File: src/rtl/mem_ctrl_pkg.sv
// Shared types and constants for the byte-serial memory controller.
package mem_ctrl_pkg;

  localparam int unsigned DATA_W = 32;
  localparam int unsigned BYTE_W = 8;

  localparam logic [1:0] LEN_BYTE = 2'b00;
  localparam logic [1:0] LEN_HALF = 2'b01;
  localparam logic [1:0] LEN_WORD = 2'b10;
  localparam logic [1:0] IO_HI    = 2'b11;

  typedef enum logic [2:0] {
    ST_IDLE,
    ST_IF_RD,
    ST_LS_RD,
    ST_LS_WR,
    ST_DONE
  } state_e;

  // Index of the final byte of an access; the reserved encoding acts as a word.
  function automatic logic [1:0] last_idx(input logic [1:0] len);
    case (len)
      LEN_BYTE: last_idx = 2'd0;
      LEN_HALF: last_idx = 2'd1;
      default:  last_idx = 2'd3;
    endcase
  endfunction

endpackage

File: src/rtl/mem_ctrl.sv
// Arbitrates fetch and load/store requests onto the 8-bit RAM bus, running
// byte-serial accesses and returning little-endian words with a one-cycle ok.
module mem_ctrl
  import mem_ctrl_pkg::*;
#(
  parameter int unsigned ADDR_W = 32,
  parameter logic [1:0]  IO_HI  = mem_ctrl_pkg::IO_HI
) (
  input  logic              clk,
  input  logic              rst,
  input  logic              rdy,
  input  logic              from_if_ready,
  input  logic [ADDR_W-1:0] from_if_addr,
  output logic              to_if_ok,
  output logic [DATA_W-1:0] to_if_data,
  input  logic              from_lsb_ready,
  input  logic              from_lsb_wr,
  input  logic [1:0]        from_lsb_len,
  input  logic [ADDR_W-1:0] from_lsb_addr,
  input  logic [DATA_W-1:0] from_lsb_data,
  output logic              to_lsb_ok,
  output logic [DATA_W-1:0] to_lsb_data,
  input  logic              from_rob_clear,
  input  logic              io_buffer_full,
  input  logic [BYTE_W-1:0] mem_din,
  output logic [BYTE_W-1:0] mem_dout,
  output logic [ADDR_W-1:0] mem_a,
  output logic              mem_wr
);

  state_e              state_q, state_d;
  logic [1:0]          cnt_q, cnt_d;
  logic [1:0]          last_q, last_d;
  logic                skip_q, skip_d;
  logic [DATA_W-1:0]   asm_q, asm_d;
  logic [DATA_W-1:0]   wdata_q, wdata_d;
  logic                to_if_ok_q, to_if_ok_d;
  logic [DATA_W-1:0]   to_if_data_q, to_if_data_d;
  logic                to_lsb_ok_q, to_lsb_ok_d;
  logic [DATA_W-1:0]   to_lsb_data_q, to_lsb_data_d;
  logic [BYTE_W-1:0]   mem_dout_q, mem_dout_d;
  logic [ADDR_W-1:0]   mem_a_q, mem_a_d;
  logic                mem_wr_q, mem_wr_d;
  logic [1:0]          nxt_cnt;
  logic                lsb_go;

  // An IO store is held off while the IO write buffer cannot take it.
  assign lsb_go  = from_lsb_ready &&
                   !(from_lsb_wr && (from_lsb_addr[17:16] == IO_HI) && io_buffer_full);
  assign nxt_cnt = cnt_q + 2'd1;

  always_comb begin
    state_d       = state_q;
    cnt_d         = cnt_q;
    last_d        = last_q;
    skip_d        = skip_q;
    asm_d         = asm_q;
    wdata_d       = wdata_q;
    to_if_ok_d    = 1'b0;
    to_if_data_d  = to_if_data_q;
    to_lsb_ok_d   = 1'b0;
    to_lsb_data_d = to_lsb_data_q;
    mem_dout_d    = mem_dout_q;
    mem_a_d       = mem_a_q;
    mem_wr_d      = mem_wr_q;

    case (state_q)
      ST_IDLE: begin
        if (!from_rob_clear) begin
          if (lsb_go) begin
            mem_a_d = from_lsb_addr;
            cnt_d   = 2'd0;
            last_d  = last_idx(from_lsb_len);
            if (from_lsb_wr) begin
              state_d    = ST_LS_WR;
              wdata_d    = from_lsb_data;
              mem_wr_d   = 1'b1;
              mem_dout_d = from_lsb_data[BYTE_W-1:0];
            end else begin
              state_d = ST_LS_RD;
              skip_d  = 1'b1;
              asm_d   = '0;
            end
          end else if (from_if_ready) begin
            state_d = ST_IF_RD;
            mem_a_d = from_if_addr;
            cnt_d   = 2'd0;
            last_d  = 2'd3;
            skip_d  = 1'b1;
            asm_d   = '0;
          end
        end
      end

      ST_IF_RD, ST_LS_RD: begin
        if (from_rob_clear) begin
          state_d  = ST_IDLE;
          mem_a_d  = '0;
          mem_wr_d = 1'b0;
        end else if (skip_q) begin
          // RAM data lags the address by one edge, so the first edge only advances the address.
          skip_d = 1'b0;
          if (last_q != 2'd0) mem_a_d = mem_a_q + ADDR_W'(1);
        end else begin
          asm_d[{cnt_q, 3'b000} +: BYTE_W] = mem_din;
          if (cnt_q == last_q) begin
            state_d = ST_DONE;
            mem_a_d = '0;
            if (state_q == ST_IF_RD) begin
              to_if_ok_d   = 1'b1;
              to_if_data_d = asm_d;
            end else begin
              to_lsb_ok_d   = 1'b1;
              to_lsb_data_d = asm_d;
            end
          end else begin
            cnt_d = nxt_cnt;
            if (({1'b0, cnt_q} + 3'd2) <= {1'b0, last_q}) mem_a_d = mem_a_q + ADDR_W'(1);
          end
        end
      end

      // Committed stores run to completion regardless of a flush.
      ST_LS_WR: begin
        if (cnt_q == last_q) begin
          state_d     = ST_DONE;
          mem_wr_d    = 1'b0;
          mem_a_d     = '0;
          mem_dout_d  = '0;
          to_lsb_ok_d = 1'b1;
        end else begin
          cnt_d      = nxt_cnt;
          mem_a_d    = mem_a_q + ADDR_W'(1);
          mem_dout_d = wdata_q[{nxt_cnt, 3'b000} +: BYTE_W];
        end
      end

      ST_DONE: state_d = ST_IDLE;

      default: state_d = ST_IDLE;
    endcase
  end

  always_ff @(posedge clk or posedge rst) begin
    if (rst) begin
      state_q       <= ST_IDLE;
      cnt_q         <= 2'd0;
      last_q        <= 2'd0;
      skip_q        <= 1'b0;
      asm_q         <= '0;
      wdata_q       <= '0;
      to_if_ok_q    <= 1'b0;
      to_if_data_q  <= '0;
      to_lsb_ok_q   <= 1'b0;
      to_lsb_data_q <= '0;
      mem_dout_q    <= '0;
      mem_a_q       <= '0;
      mem_wr_q      <= 1'b0;
    end else if (rdy) begin
      state_q       <= state_d;
      cnt_q         <= cnt_d;
      last_q        <= last_d;
      skip_q        <= skip_d;
      asm_q         <= asm_d;
      wdata_q       <= wdata_d;
      to_if_ok_q    <= to_if_ok_d;
      to_if_data_q  <= to_if_data_d;
      to_lsb_ok_q   <= to_lsb_ok_d;
      to_lsb_data_q <= to_lsb_data_d;
      mem_dout_q    <= mem_dout_d;
      mem_a_q       <= mem_a_d;
      mem_wr_q      <= mem_wr_d;
    end
  end

  assign to_if_ok    = to_if_ok_q;
  assign to_if_data  = to_if_data_q;
  assign to_lsb_ok   = to_lsb_ok_q;
  assign to_lsb_data = to_lsb_data_q;
  assign mem_dout    = mem_dout_q;
  assign mem_a       = mem_a_q;
  assign mem_wr      = mem_wr_q;

endmodule

File: config.mk
export PLATFORM = sky130hd
export DESIGN_NAME = mem_ctrl
export DESIGN_NICKNAME = d
export VERILOG_FILES = /design/src/rtl/mem_ctrl_pkg.sv /design/src/rtl/mem_ctrl.sv
export SDC_FILE = /design/constraint.sdc
export NUM_CORES = 1
export LEC_CHECK = 0
export ABC_AREA = 0
export CORE_ASPECT_RATIO = 0.9
export CORE_MARGIN = 2
export CORE_UTILIZATION = 40
export DETAILED_ROUTE_END_ITERATION = 12
export MAX_ROUTING_LAYER = met4
export PLACE_DENSITY = 0.68
export SETUP_SLACK_MARGIN = 0.4
export SLEW_MARGIN = 20
export SYNTH_ARGS = -nofsm -noshare
export SYNTH_HDL_FRONTEND = slang
export SYNTH_SLANG_ARGS = --single-unit
File: constraint.sdc
create_clock -name clk -period 12 [get_ports clk]
set_input_delay 1.2 -clock clk [delete_from_list [all_inputs] [get_ports clk]]
set_output_delay 1.2 -clock clk [all_outputs]
set_load 0.1 [all_outputs]
==> results.py, run 1 <==
metrics = {
    "floorplanning": {
        "num_rows": 51,
        "die_area_mm2": 0.0236,
        "chipHeight_um": 146,
        "core-area_mm2": 0.0218,
        "pin_count": 221,
        "start_util_pct": 41.0,
        "die_w_um": 162,
    },
    "timing": {
        "hold_viol": 0,
        "rsz0062_at_grt": "no",
        "max_freq_mhz": 283,
        "finalSetupTns_ns": 0,
        "period_share_pct": 29.4,
        "finalMaxSlewViolations": 0,
        "setup_violations": 0,
        "maxSlewHeadroom_pct": 29.9,
        "whs_ns": 0.478,
        "tightest_slew_ns": 1.05,
        "layout_min_cycle_time_ns": 3.53,
        "skew_ns": 0.0135,
    },
    "detailed_routing": {
        "post_drt_wl_per_cell_um": 18.6,
        "via_per_inst": 5.64,
        "remaining_drc_errors": 0,
        "drt_iter0_drc": 605,
        "via_count": 7587,
        "wirelength_mm": 25.1,
        "first_pass_iters": 5,
        "drtAntennaViolNets": 0,
    },
    "synthesis": {
        "ys_ff_latch": 179,
        "synthDistinctLibCells": 55,
        "synth.top_cell.area_share_pct": 50.1,
        "seq_area_frac_synth_pct": 50.1,
        "yosys.cell_count.top_type": "dfrtp_1",
        "async_flop_share_pct": 100,
        "syn_inst": 855,
        "yosys_warnings": 0,
        "yosysTopAreaCell": "dfrtp_1",
        "syn_avg_cell_area_um2": 10.5,
        "ys.flop_type": "dfrtp_1",
        "synth_nets": 978,
        "synth_area_mm2": 0.00895,
        "synthTopCellsByCount": "dfrtp_1 (179), nand2_1 (87), o21ai_0 (83), a22o_1 (64), clkbuf_1 (50)",
        "synth_area_leaders": "dfrtp_1 (50%), a22o_1 (6.3%), mux2_2 (5.8%)",
        "synth_edf_count": 0,
    },
    "cts": {
        "numCtsBuffers": 17,
        "cts.clk_slew.worst_paths_ns": 0.07,
        "cts.sinks": 179,
        "root_buffer": "clkbuf_16",
        "clock_latency_ns": 0.43,
        "cts_setup_buffers": 0,
        "cts_htree_levels": 4,
        "clk_path_buf_depth": 2,
        "ctsHoldBuffers": 0,
        "cts_tree": "built",
        "cts_resized": 0,
    },
    "power": {
        "power_density_mw_per_mm2": 250,
        "leakagePower_nw": 4.93,
        "ir_worst_vdd_uv": 198,
    },
    "layout": {
        "num-nets-final": 1166,
        "fin_area_mm2": 0.0119,
        "drive_gt1_share_pct": 10.2,
        "n_antenna_cell": 0,
        "area_growth_pct": 33.5,
        "seq_area_mm2": 0.00448,
        "multiInputGateArea_mm2": 0.00418,
        "final_util_pct": 54.8,
        "fillCellCount": 1945,
    },
    "worst_setup_path": {
        "required_ns": 12.36,
        "r2r_cells": 5,
        "start_kind": "register",
        "r2r_end": "asm_q[6]$_DFFE_PP0P_",
        "r2r_setup_slack_ns": 8.47,
        "crit_arrival_ns": 3.90,
        "crit_chain": "inv_1 -> ha_1 -> nor3_1 -> nor2b_1 -> a22o_1",
        "max_stage_delay_ns": 0.93,
        "critPathKind": "reg2reg",
        "worst-path-max-fanout": 16,
        "crit_buf_inv": 1,
        "r2r_start": "cnt_q[0]$_DFFE_PP0P_",
        "cpMaxStageDelayCell": "nor3_1",
        "cp-end-kind": "register",
        "cp_top_family": "simple AND/OR/NAND/NOR gates",
    },
    "global_route": {
        "grt_pass1_vias": 7311,
        "grt_max_degree": 106,
        "grt_pass1_wl_mm": 39.9,
        "antenna_found_initial": 0,
        "grt_usage_pct": 21.8,
        "grt.overflow.total": 0,
    },
    "hold_path": {
        "hold_path_end": "to_if_data[19]$_DFFE_PP0P_",
        "hold_depth": 2,
        "hp-class": "reg2reg",
        "hp-start": "to_if_data[19]$_DFFE_PP0P_",
    },
    "place": {
        "detailed_place_hpwl_mm": 17.3,
        "port_buffers": 220,
        "postPlaceCellArea_mm2": 0.0114,
        "place_congestion": 0.939,
    },
    "flow_run": {
        "cap_violations": 0,
    },
    "run_status": {
        "status": "completed",
    },
}
==> power by group <==
group / internal (W) / total (W) / switching, W
Clock: 0.000299 / 0.000562 / 0.000263
Combinational: 0.000489 / 0.00150 / 0.00101
Sequential: 0.000755 / 0.000921 / 0.000166
==> cell families (layout without fill, tap and decap cells) <==
kind of cell / Yosys count / in the layout / share of synthesized area, %
AOI/OAI and AO/OA: 277 / 277 / 21.4
xor gates and xnor gates: 1 / 1 / 0.0979
adders and majority gates: 9 / 9 / 1.26
buffers and inverters: 76 / 276 / 3.31
DFF: 179 / 179 / 50.1
muxes: 79 / 79 / 10.6
and+or+nand+nor: 234 / 234 / 13.3
==> registers in the layout (all words and copies together), names as in the netlist, 3 cells and up <==
| signal | count |
|---|---|
| wdata_q | 32 |
| to_if_data | 32 |
| mem_dout | 8 |
| state_q | 3 |
| to_lsb_data | 32 |
| asm_q | 32 |
| mem_a | 32 |
==> tightest hold or removal path, cell delays in order (launching register included) <==
cell and delay, ns:
dfrtp_1 0.34, nand2_1 0.04, o21ai_0 0.06
==> routing by layer <==
metal / GRT usage, % / wire length (um) / vias to the layer above
met5: - / 0 / -
met4: 6.33 / 432 / 0
met3: 4.65 / 1670 / 29
met2: 32.7 / 11600 / 287
met1: 30.1 / 11300 / 3707
li1: - / - / 3564
==> per-stage QoR <==
step	instances	worst slack (ns)	power, W
CTS	1346	8.37	0.00299
detailed placement	1315	8.14	0.00243
global route	1346	8.22	0.00313
floorplan	855	5.94	0.00203
finish	1346	8.47	0.00298
global placement	1315	8.24	0.00241
==> layout make-up <==
| cell class | instances | share of cell area (%) |
|---|---|---|
| Sequential cell | 179 | 37.5 |
| Clock inverter | 13 | 1.25 |
| Clock buffer | 18 | 3.68 |
| Inverter | 15 | 0.513 |
| Timing Repair Buffer | 230 | 19.1 |
| Tap cell | 291 | 3.05 |
| Multi-Input combinational cell | 600 | 35.0 |
==> worst max path at each step <==
stage,to,cells after the start,start
floorplan,asm_q[0]$_DFFE_PP0P_,1,rst
global placement,mem_a[0]$_DFFE_PP0P_,7,from_rob_clear
detailed placement,mem_a[0]$_DFFE_PP0P_,7,from_rob_clear
CTS,asm_q[6]$_DFFE_PP0P_,5,cnt_q[0]$_DFFE_PP0P_
global route,asm_q[6]$_DFFE_PP0P_,5,cnt_q[0]$_DFFE_PP0P_
finish,asm_q[6]$_DFFE_PP0P_,5,cnt_q[0]$_DFFE_PP0P_
==> placed cells by master (no fill, tap or decap), types with 5 or more instances in the layout <==
cell             instances
a211o_1                 24
a21o_1                   5
a21oi_1                 41
a22o_1                  64
and2_1                   6
buf_4                   10
clkbuf_16               17
clkdlybuf4s50_1        220
dfrtp_1                179
ha_1                     9
inv_1                   14
mux2_2                  46
mux2i_1                 25
mux4_2                   8
nand2_1                 87
nand2b_1                 5
nand3_1                 18
nand4_1                 17
nor2_1                  21
nor2b_1                 37
nor3_1                   9
o211ai_1                 9
o21ai_0                 83
o22ai_1                 10
o31ai_1                  6
o32ai_1                 15
or3_1                    8
Note: power is estimated with default switching activity, not from simulation.
==> run 2: changes to the inputs <==
clock period = 3.68 ns   (was 12 ns; I/O delays follow)
==> run 2 against run 1 <==
Effect of this change: non-clock buffer count up 5; register-to-register slack worse by 7.6 ns; power rose to 3.3 times the previous value; sequential share of layout area down 0.25 points; global-route usage up 0.59 points.
==> results.py, run 2 (synthesis gave the netlist of run 1 again) <==
metrics = {
    "worst_setup_path": {
        "required_ns": 4.00,
        "crit_arrival_ns": 3.16,
        "cp-end-kind": "register",
        "start_kind": "register",
        "worst-path-max-fanout": 23,
        "critPathKind": "reg2reg",
    },
    "cts": {
        "numCtsBuffers": 17,
        "clk_path_buf_depth": 2,
        "cts_tree": "built",
        "cts_htree_levels": 4,
        "root_buffer": "clkbuf_16",
        "cts_resized": 0,
        "cts.sinks": 179,
        "cts_setup_buffers": 0,
        "cts.clk_slew.worst_paths_ns": 0.08,
        "clock_latency_ns": 0.44,
        "ctsHoldBuffers": 0,
    },
    "hold_path": {
        "hp-class": "reg2reg",
    },
    "place": {
        "dp.cells": 1320,
        "place_congestion": 0.946,
        "detailed_place_hpwl_mm": 17.9,
        "port_buffers": 220,
    },
    "timing": {
        "tightest_slew_ns": 1.06,
        "period_share_pct": 77.2,
        "maxSlewHeadroom_pct": 29.3,
        "whs_ns": 0.479,
        "max_freq_mhz": 352,
        "hold_viol": 0,
        "skew_ns": 0.0125,
        "layout_min_cycle_time_ns": 2.84,
        "rsz0062_at_grt": "no",
        "finalMaxSlewViolations": 0,
        "finalSetupTns_ns": 0,
        "setup_violations": 0,
    },
    "floorplanning": {
        "die_area_mm2": 0.0236,
        "start_util_pct": 41.0,
        "num_rows": 51,
        "die_w_um": 162,
        "core-area_mm2": 0.0218,
        "chipHeight_um": 146,
        "pin_count": 221,
    },
    "flow_run": {
        "cap_violations": 0,
    },
    "layout": {
        "final_common_cell": "clkdlybuf4s50_1",
        "num-nets-final": 1171,
        "drive_gt1_share_pct": 10.7,
        "stdcell_count": 1351,
        "final_cell_mix": "clkdlybuf4s50_1 (220), dfrtp_1 (179), nand2_1 (87)",
        "n_antenna_cell": 0,
        "area_growth_pct": 34.4,
    },
    "power": {
        "p_total_w": 0.00988,
        "power_density_mw_per_mm2": 822,
        "ir_worst_vdd_uv": 469,
        "leakagePower_nw": 4.96,
    },
    "detailed_routing": {
        "drt_iter0_drc": 676,
        "post_drt_wl_per_cell_um": 19.1,
        "via_count": 7630,
        "drtAntennaViolNets": 0,
        "first_pass_iters": 6,
        "remaining_drc_errors": 0,
        "via_per_inst": 5.65,
        "wirelength_mm": 25.9,
    },
    "global_route": {
        "grt_max_degree": 180,
        "grt_pass1_vias": 7483,
        "grt_pass1_wl_mm": 40.8,
        "grt.overflow.total": 0,
        "grt_usage_pct": 22.4,
        "antenna_found_initial": 0,
    },
    "run_status": {
        "status": "completed",
    },
}
[run 2: worst max-delay path: stages (launching register included)]
cell     delay, ns
dfrtp_1       0.40
inv_1         0.12
ha_1          0.32
nand2_1       0.14
a21oi_1       0.68
or2_2         0.63
o32ai_1       0.18
a22o_1        0.26
[run 2: area by class of cell]
type | count | area, um2
Clock buffer | 17 | 425
Clock inverter | 14 | 193
Fill cell | 1974 | 9800
Inverter | 15 | 60.1
Multi-Input combinational cell | 600 | 4180
Sequential cell | 179 | 4480
Tap cell | 291 | 364
Timing Repair Buffer | 235 | 2330
[run 2: through the flow]
stage               cell area [um2]  util (%)  setup WS [ns]
floorplan                      8950         -          0.893
global placement              11400      52.3          0.699
detailed placement            11400      52.3          0.641
CTS                           12000      55.1          0.874
global route                  12000      55.1          0.656
finish                        12000      55.1          0.840
[run 2: path summary, 6_finish.rpt]
kind	from	to	slack [ns]	cells after the start
min in group asynchronous	rst	to_if_data[2]$_DFFE_PP0P_	0.60	3
worst min-delay path	to_if_data[25]$_DFFE_PP0P_	to_if_data[25]$_DFFE_PP0P_	0.48	2
worst max register to register	cnt_q[1]$_DFFE_PP0P_	mem_a[25]$_DFFE_PP0P_	0.84	7
max in group asynchronous	rst	mem_a[22]$_DFFE_PP0P_	2.43	3
worst min register to register	to_if_data[25]$_DFFE_PP0P_	to_if_data[25]$_DFFE_PP0P_	0.48	2
worst max-delay path	cnt_q[1]$_DFFE_PP0P_	mem_a[25]$_DFFE_PP0P_	0.84	7
[run 2: power by group]
group	internal, W	total [W]	switching, W
Clock	0.00104	0.00191	0.000872
Sequential	0.00246	0.00297	0.000508
Combinational	0.00163	0.00501	0.00338
[run 2: metal layers]
| layer | vias to the layer above | wire length, um | track usage, % |
|---|---|---|---|
| met5 | - | 0 | - |
| met4 | 0 | 648 | 7.92 |
| met3 | 41 | 1780 | 5.27 |
| met2 | 303 | 11800 | 32.9 |
| met1 | 3711 | 11600 | 30.5 |
| li1 | 3575 | - | - |
==> run 3: changes to the inputs <==
clock period = 2.65 ns   (was 3.68 ns; I/O delays follow)
==> run 3 against run 2 <==
Effect of this change: non-clock buffer count is 41 higher; critical path depth shrank 1; combinational power grew 49%; setup slack got worse by 0.40 ns; core utilization increased by 1.1 points; maximum frequency is 28% higher; largest cell class unchanged; sequential share of layout area fell by 0.47 points; sequential power up 38%; clock power rose by 32%.
==> results.py, run 3 (synthesis gave the netlist of run 1 again) <==
metrics = {
    "floorplanning": {
        "num_rows": 51,
        "pin_count": 221,
        "chipHeight_um": 146,
        "core-area_mm2": 0.0218,
        "start_util_pct": 41.0,
        "die_area_mm2": 0.0236,
        "die_w_um": 162,
    },
    "cts": {
        "cts_htree_levels": 4,
        "clock_latency_ns": 0.44,
        "root_buffer": "clkbuf_16",
        "cts.clk_slew.worst_paths_ns": 0.07,
        "ctsHoldBuffers": 0,
        "cts.sinks": 179,
        "numCtsBuffers": 17,
        "cts_tree": "built",
        "clk_path_buf_depth": 2,
    },
    "layout": {
        "num-nets-final": 1213,
        "final_cell_mix": "buf_4 (153), dfrtp_1 (152), clkdlybuf4s50_1 (113)",
        "n_antenna_cell": 0,
        "multiInputGateArea_mm2": 0.00428,
        "drive_gt1_share_pct": 27.5,
        "final_util_pct": 56.2,
        "area_growth_pct": 37.2,
        "fin_area_mm2": 0.0123,
        "final_common_cell": "buf_4",
        "fillCellCount": 1957,
        "seq_area_mm2": 0.00451,
    },
    "worst_setup_path": {
        "required_ns": 2.97,
        "worst-path-max-fanout": 35,
        "critPathKind": "reg2reg",
        "max_stage_delay_ns": 0.45,
        "r2r_setup_slack_ns": 0.44,
        "start_kind": "register",
        "crit_arrival_ns": 2.54,
        "crit_chain": "nand2b_1 -> o31ai_1 -> a21o_1 -> buf_4 -> nor3_1 -> mux2_2",
        "cp-end-kind": "register",
        "r2r_end": "cnt_q[0]$_DFFE_PP0P_",
        "r2r_cells": 6,
        "cpMaxStageDelayCell": "dfrtp_1",
        "r2r_start": "state_q[0]$_DFFE_PP0P_",
    },
    "global_route": {
        "use_met3_pct": 4.50,
        "grt_pass1_vias": 7658,
        "grt.overflow.total": 0,
        "grt_usage_pct": 22.8,
        "grt_max_degree": 91,
        "antenna_found_initial": 0,
        "use_met2_pct": 34.4,
        "grt_pass1_wl_mm": 41.6,
        "met1_usage_pct": 31.3,
        "gr-max-usage-layer": "met2",
    },
    "timing": {
        "maxSlewHeadroom_pct": 47.8,
        "hold_viol": 0,
        "rsz0062_at_grt": "yes",
        "tightest_slew_ns": 0.779,
        "skew_ns": 0.0110,
        "max_freq_mhz": 452,
        "layout_min_cycle_time_ns": 2.21,
        "finalMaxSlewViolations": 0,
        "setup_violations": 0,
        "finalSetupTns_ns": 0,
        "period_share_pct": 83.6,
    },
    "detailed_routing": {
        "wirelength_mm": 26.4,
        "drtAntennaViolNets": 0,
        "post_drt_wl_per_cell_um": 18.9,
        "via_per_inst": 5.61,
        "first_pass_iters": 5,
        "remaining_drc_errors": 0,
        "drt_iter0_drc": 676,
        "via_count": 7822,
    },
    "hold_path": {
        "hp-class": "in2async",
    },
    "flow_run": {
        "cap_violations": 0,
    },
    "power": {
        "leakagePower_nw": 5.37,
        "ir_worst_vdd_uv": 821,
        "power_density_mw_per_mm2": 1150,
    },
    "place": {
        "postPlaceCellArea_mm2": 0.0115,
        "detailed_place_hpwl_mm": 18.5,
        "port_buffers": 220,
        "place_congestion": 0.941,
    },
    "run_status": {
        "status": "completed",
    },
}
-- run 3: cell count changes in the layout (fill, tap and decap cells not counted), moves of 4 or more --
| cell | change |
|---|---|
| dfrtp_1 | -27 |
| nor2_1 | -4 |
| buf_12 | +9 |
| dfrtp_2 | +27 |
| clkdlybuf4s50_1 | -107 |
| buf_4 | +139 |
-- run 3: layout make-up --
type | instances | share of cell area (%)
clock buffer | 18 | 3.50
multi-input combinational | 601 | 34.9
timing repair buffer | 276 | 20.2
sequential | 179 | 36.8
clock inverter | 14 | 1.18
tap | 291 | 2.97
inverter | 15 | 0.489
-- run 3: worst max path at each step --
stage / end / from / depth (start not counted)
finish: cnt_q[0]$_DFFE_PP0P_ / state_q[0]$_DFFE_PP0P_ / 6
global route: mem_a[19]$_DFFE_PP0P_ / cnt_q[0]$_DFFE_PP0P_ / 8
CTS: mem_a[0]$_DFFE_PP0P_ / cnt_q[1]$_DFFE_PP0P_ / 7
detailed placement: mem_a[31]$_DFFE_PP0P_ / from_rob_clear / 8
global placement: mem_a[1]$_DFFE_PP0P_ / from_lsb_addr[16] / 6
floorplan: cnt_q[0]$_DFFE_PP0P_ / rst / 1
-- run 3: metal layers --
metal / vias up / share of wire, %
li1: 3668 / -
met1: 3801 / 45
met2: 314 / 46
met3: 39 / 6.9
met4: 0 / 2.1
met5: - / 0
-- run 3: stage by stage --
step                      hold WS, ns  worst slack, ns  instances  power (W)
final                           0.117            0.436       1394     0.0141
after global routing            0.141            0.339       1394     0.0148
after CTS                       0.108            0.335       1379     0.0139
after detailed placement        0.472           0.0604       1347     0.0114
after global placement          0.464          -0.0154       1347     0.0113
after floorplan                 0.400           -0.104        855    0.00932
-- run 3: worst max-delay path, delay by kind of cell (launching register included) --
kind	cells	cell delay, ns
compound gates	2	0.55
buf+inv	1	0.44
flops	1	0.45
mux	1	0.29
simple gates	2	0.36
-- run 3: timing repair --
| item | CTS | global route |
|---|---|---|
| pin swaps | 0 | 4 |
| setup endpoints to repair | 13 | 51 |
| gates cloned | 0 | 1 |
| gates resized for setup | 1 | 14 |
| buffers inserted | 0 | 14 |
-- run 3: report_power, final --
part	total [W]	leakage, nW	switching (W)	internal [W]
Clock	0.00253	0.289	0.00119	0.00133
Combinational	0.00748	2.74	0.00492	0.00256
Sequential	0.00409	2.34	0.000640	0.00345
